## config.mk

```make
export PLATFORM = sky130hd
export DESIGN_NAME = fifo_wr_arbiter
export DESIGN_NICKNAME = d
export VERILOG_FILES = /design/src/rtl/fifo_wr_arbiter.sv
export SDC_FILE = /design/constraint.sdc
export NUM_CORES = 1
export LEC_CHECK = 0
export CAP_MARGIN = 20
export CORE_MARGIN = 10
export CORE_UTILIZATION = 42
export CTS_CLUSTER_DIAMETER = 200
export CTS_CLUSTER_SIZE = 30
export DETAILED_ROUTE_END_ITERATION = 6
export PLACE_DENSITY = 0.89
export SLEW_MARGIN = 40
export SYNTH_ARGS = -nofsm -noshare
export SYNTH_HDL_FRONTEND = slang
export SYNTH_SLANG_ARGS = --single-unit
export TNS_END_PERCENT = 30
```

## constraint.sdc

```tcl
create_clock -name clk -period 4.05 [get_ports clk]
set_input_delay 1.0125 -clock clk [delete_from_list [all_inputs] [get_ports clk]]
set_output_delay 1.0125 -clock clk [all_outputs]
set_load 0.05 [all_outputs]
```

## src/rtl/fifo_wr_arbiter.sv

```systemverilog
// fifo_wr_arbiter
// Round-robin arbiter that shares one fifo write port between NUM_REQ
// requesters. The owner keeps the port for a burst of up to BURST_LEN
// accepted beats. After that, priority rotates to the next requester.
// While a requester is granted, beats pass combinationally. This lets
// fifo_wr_full stall a beat in the same cycle it is offered.
//
// Ports
//   clk           single clock
//   rst           synchronous, active-high reset
//   req_wr_en     per-requester write request / valid
//   req_wr_data   packed data, requester i at [i*BYTE_WIDTH*8 +: BYTE_WIDTH*8]
//   req_wr_ack    beat accepted from requester i this cycle
//   req_grant     one-hot current owner, zero when idle
//   fifo_wr_en    to fifo wr_en
//   fifo_wr_data  to fifo wr_data
//   fifo_wr_full  from fifo wr_full
//   busy          high while a grant is held
//
// state   | meaning
// S_IDLE  | no owner; search for the next requester after r_ptr
// S_GRANT | r_owner owns the fifo port until burst end or withdrawal

module fifo_wr_arbiter #(
  parameter int NUM_REQ    = 4,
  parameter int BYTE_WIDTH = 1,
  parameter int BURST_LEN  = 16
) (
  input  logic                            clk,
  input  logic                            rst,
  input  logic [NUM_REQ-1:0]              req_wr_en,
  input  logic [NUM_REQ*BYTE_WIDTH*8-1:0] req_wr_data,
  output logic [NUM_REQ-1:0]              req_wr_ack,
  output logic [NUM_REQ-1:0]              req_grant,
  output logic                            fifo_wr_en,
  output logic [BYTE_WIDTH*8-1:0]         fifo_wr_data,
  input  logic                            fifo_wr_full,
  output logic                            busy
);

  localparam int DW = BYTE_WIDTH * 8;
  localparam int IW = $clog2(NUM_REQ);
  localparam int CW = $clog2(BURST_LEN) + 1;

  typedef enum logic {S_IDLE, S_GRANT} state_t;

  state_t              r_state;
  logic [IW-1:0]       r_owner;
  logic [IW-1:0]       r_ptr;
  logic [CW-1:0]       r_cnt;
  logic [NUM_REQ-1:0]  r_grant;

  logic                w_found_hi;
  logic [IW-1:0]       w_sel_hi;
  logic                w_found_any;
  logic [IW-1:0]       w_sel_any;
  logic [IW-1:0]       w_sel;
  logic                w_in_grant;
  logic                w_owner_req;
  logic                w_accept;
  logic                w_last_beat;

  // The search is split into two parts. First, look for the lowest set bit
  // above the pointer. If there is none, fall back to the lowest set bit
  // overall. This gives the same result as a rotating priority encoder
  // that starts at pointer+1.
  always_comb begin
    w_found_hi  = 1'b0;
    w_sel_hi    = '0;
    w_found_any = 1'b0;
    w_sel_any   = '0;
    for (int i = NUM_REQ - 1; i >= 0; i--) begin
      if (req_wr_en[i]) begin
        w_found_any = 1'b1;
        w_sel_any   = IW'(i);
        if (i > int'(r_ptr)) begin
          w_found_hi = 1'b1;
          w_sel_hi   = IW'(i);
        end
      end
    end
  end

  assign w_sel       = w_found_hi ? w_sel_hi : w_sel_any;
  assign w_in_grant  = (r_state == S_GRANT);
  assign w_owner_req = req_wr_en[r_owner];
  assign w_accept    = w_in_grant & w_owner_req & ~fifo_wr_full;
  assign w_last_beat = (r_cnt == CW'(BURST_LEN - 1));

  always_ff @(posedge clk) begin
    if (rst) begin
      r_state <= S_IDLE;
      r_ptr   <= IW'(NUM_REQ - 1);
      r_owner <= '0;
      r_cnt   <= '0;
      r_grant <= '0;
    end else begin
      case (r_state)
        S_IDLE: begin
          if (w_found_any) begin
            r_owner <= w_sel;
            r_ptr   <= w_sel;
            r_cnt   <= '0;
            r_grant <= {{(NUM_REQ-1){1'b0}}, 1'b1} << w_sel;
            r_state <= S_GRANT;
          end
        end
        S_GRANT: begin
          if (!w_owner_req) begin
            r_grant <= '0;
            r_state <= S_IDLE;
          end else if (w_accept) begin
            r_cnt <= r_cnt + 1'b1;
            if (w_last_beat) begin
              r_grant <= '0;
              r_state <= S_IDLE;
            end
          end
        end
        default: begin
          r_grant <= '0;
          r_state <= S_IDLE;
        end
      endcase
    end
  end

  // Outputs are forced low while rst is asserted. This stops an
  // in-flight burst from acking or writing during the reset cycle itself.
  assign fifo_wr_en   = w_accept & ~rst;
  assign fifo_wr_data = (w_in_grant && !rst) ? req_wr_data[r_owner*DW +: DW] : '0;
  assign req_wr_ack   = (w_accept && !rst) ? r_grant : '0;
  assign req_grant    = rst ? '0 : r_grant;
  assign busy         = w_in_grant & ~rst;

endmodule

```

==> results of run 1 <==
-- worst max-delay path: stages --
cell	delay, ns
clkdlybuf4s50_1	0.57
mux2i_1	0.12
o22ai_2	0.28
nand2b_2	0.15
nor2_2	0.23
and2_1	0.22
buf_12	0.15
-- layout by cell type, fill, tap and decap left out, types with 2 or more instances in the layout --
cell type,instances
a21oi_1,12
and2_1,4
buf_12,14
buf_4,5
clkbuf_4,3
clkdlybuf4s50_1,38
dfxtp_1,14
ha_1,2
inv_1,4
mux2_2,2
mux2i_1,2
mux4_1,8
nand2_1,9
nand2b_1,10
nand3_1,2
nand3b_1,3
nor2_1,6
nor2b_1,13
nor4_1,2
-- registers in the layout, summed over array words and instances, names as in the netlist --
| register | cells |
|---|---|
| r_cnt | 5 |
| r_ptr | 2 |
| r_state | 1 |
| r_owner | 2 |
| r_grant | 4 |
-- cells in the mapped netlist (all sizes together) --
library cell  instances
a21oi                12
a22oi                 1
and2                  4
and3                  1
buf                   3
clkbuf                2
dfxtp                14
ha                    2
inv                   4
mux2                  2
mux2i                 2
mux4                  8
nand2                 9
nand2b               11
nand3                 2
nand3b                3
nor2                  7
nor2b                13
nor3                  1
nor4                  2
o21a                  1
o21ai                 1
o22ai                 2
o31ai                 1
o32ai                 1
or2                   1
or2b                  2
or3                   1
xor2                  1
-- cell type report --
cell class / count / share of cell area (%)
clock buffers: 3 / 1.26
inverters: 4 / 0.843
multi-input cells: 91 / 40.8
flip-flops and latches: 14 / 15.7
well taps: 30 / 2.11
repair buffers: 57 / 39.2
-- how the worst max path moves through the flow --
stage,to,slack (ns),depth (start not counted)
detailed placement,req_wr_ack[3],0.22,7
global route,req_wr_ack[1],0.14,7
finish,req_wr_ack[3],0.31,7
CTS,req_wr_ack[3],0.20,7
global placement,req_wr_ack[0],0.26,7
floorplan,req_wr_ack[0],0.33,5
-- per-layer routing --
layer	vias up	global-route usage (%)	part of all wire, %
met5	-	0	0
met4	0	1.97	0.38
met3	2	4.94	9.9
met2	63	23.3	42
met1	532	18.3	47
li1	524	-	-
-- per-stage QoR --
step           hold WS [ns]  cell area, um^2  setup WS [ns]  power [uW]
6_report              0.500             1780          0.305         420
5_1_grt               0.519             1780          0.141         442
4_1_cts               0.503             1780          0.205         422
3_5_place_dp          0.481             1760          0.218         347
3_3_place_gp          0.467             1760          0.265         341
2_1_floorplan         0.449             1070          0.335         267
-- what timing repair did --
action / in CTS / in global routing
resized for setup: 0 / 1
endpoints found under the setup margin: 0 / 1
endpoints found under the hold margin: 0 / 0
-- power by group through the flow --
stage | combinational (uW) | sequential (uW) | clock, uW
final | 181 | 164 | 75.5
after global routing | 193 | 166 | 82.6
after CTS | 181 | 164 | 76.7
after detailed placement | 180 | 167 | 0
after global placement | 175 | 166 | 0
after floorplan | 110 | 157 | 0
-- logic make-up (layout without fill, tap and decap cells) --
logic type / after synthesis / count (layout) / synth area share (%)
xor+xnor: 1 / 1 / 0.818
fa+ha+maj: 2 / 2 / 2.34
mux: 12 / 12 / 23.6
compound gates: 19 / 19 / 10.7
flops: 14 / 14 / 26.2
buf+inv: 9 / 64 / 6.19
simple gates: 57 / 57 / 30.1
==> summary.txt, run 1 <==
Status
  – Status: completed

Route
  – Via Count: 1121
  – DRC: 0
  – DRT Wirelength: 3.71 mm
  – Starting DRC count in detailed routing: 61
  – DRT Pass-1 Iters: 4
  – Final ANT Viol Nets: 0
  – DR WL/cell: roughly 19 um
  – Drt via density: 5.63

Yosys
  – Yosys top cell by area: dfxtp_1
  – Yosys warning count: 0
  – #FFs+latches synth: 14
  – Synth top area share: 26.2%
  – Mapped Cells: 114
  – Area contributors post-synth: dfxtp_1, mux4_1, nor2b_1
  – Synth Net Count: 155
  – Synthesized area: 1070 um^2
  – Register area share after synthesis: 26.2%
  – Synth Area per Inst: 9.39 um^2
  – Unique cell type count in the Yosys netlist: 33

Cells and area
  – Finished Layout Cells: slightly below 200
  – Area occupied by multi-input gates: just over 700 um^2
  – Layout cells sized above 1: 17.2%
  – FF+latch area: 280 um^2
  – Core Util, Final: roughly 73%
  – Final-stage net count: about 210
  – Area Overhead vs Synth: 66.2%
  – Filler instances: 181
  – Inserted Diodes: 0

Power and ir drop
  – Reg power frac: 39.0%
  – Worst vdd ir: 0.197 mV
  – Leak pwr: 0.000674 uW
  – Pint: about 280 uW
  – Sw frac: about a third
  – Combinational fraction of design power: 43.0%
  – Sw Pwr: 136 uW
  – Share of total power in the clock network: 18.0%
  – Pwr dens: 236 nW/um^2

Worst setup path
  – Req. time, crit path: about 3.0 ns
  – Worst setup path class: input port to output port
  – CP Launch Type: input port
  – Reg2reg path depth: 5
  – Setup crit end kind: output port
  – Critical Path AT: 2.73 ns
  – Crit Path Max Fanout: 6
  – CP startpoint: req_wr_en[3]
  – R2r setup slk: 2.17 ns
  – R2R Path Start: r_owner[0]
  – RR Endpoint: r_cnt[3]

Timing
  – Final setup violating endpoints: 0
  – Worst Tran Pin Value: 0.577 ns
  – Setup_tns: 0 ns
  – Max-slew headroom: roughly three fifths
  – Final Hold Vio Count: 0
  – Period minus WS final: 3.74 ns
  – Clock skew: 0.00394 ns
  – RSZ-0062 raised after global routing: false
  – Fin crit share: between 90% and 100%
  – Fin. max-slew vios: 0
  – Fmax: 267 MHz

Global route
  – Largest net degree at the start of global routing: 12
  – First-pass GRT wire length: a little over 6 mm
  – Aggregate global routing overflow: 0
  – GRT Resource Usage Total: 14.4%
  – Initial antenna violation count: 0
  – Vias in the first global route: 1173

Clock network
  – Clk Latency, worst-skew pair: 0.28 ns
  – Max Buffers Root-to-Sink: 2
  – Postcts setup bufs: 0
  – Cts bufs inserted: 3
  – CTS Root Cell: clkbuf_4
  – CTS tree: built
  – # clock sinks: 14
  – CTS Hold Bufs: 0
  – Clock Pin Slew Worst Setup and Hold Paths: 0.08 ns
  – Htree depth: 1

Die
  – IO Pins: 57
  – Starting density of the core: 43.6%
  – Die Y: 70.5 um
  – Floorplan core area: 2450 um^2
  – Row cnt: 18
  – Die area: 4970 um^2
  – Die width: 70.5 um

Placement
  – Port Buf Inserts: 56
  – DP Wirelength: 3.09 mm
  – Placed cells: approximately 200
  – Gpl congestion: 0.895

Hold path
  – Hold Crit Start: r_grant[0]
  – Hold Path Stages: 2
  – Worst Hold End: r_grant[0]
  – Hold crit path type: flip-flop to flip-flop

Flow run
  – Max_cap viols: 0
Power figures use the tool's default switching activity.
==> inputs of run 2 (changes only) <==
--- a/config.mk
+++ b/config.mk
@@ -12,6 +12,8 @@
 export CTS_CLUSTER_SIZE = 30
 export DETAILED_ROUTE_END_ITERATION = 6
 export PLACE_DENSITY = 0.89
+export SKIP_CTS_REPAIR_TIMING = 1
+export SKIP_LAST_GASP = 1
 export SLEW_MARGIN = 40
 export SYNTH_ARGS = -nofsm -noshare
 export SYNTH_HDL_FRONTEND = slang
==> results of run 2 <==
Same layout as run 1: the final DEF is identical, and so are final timing and power.
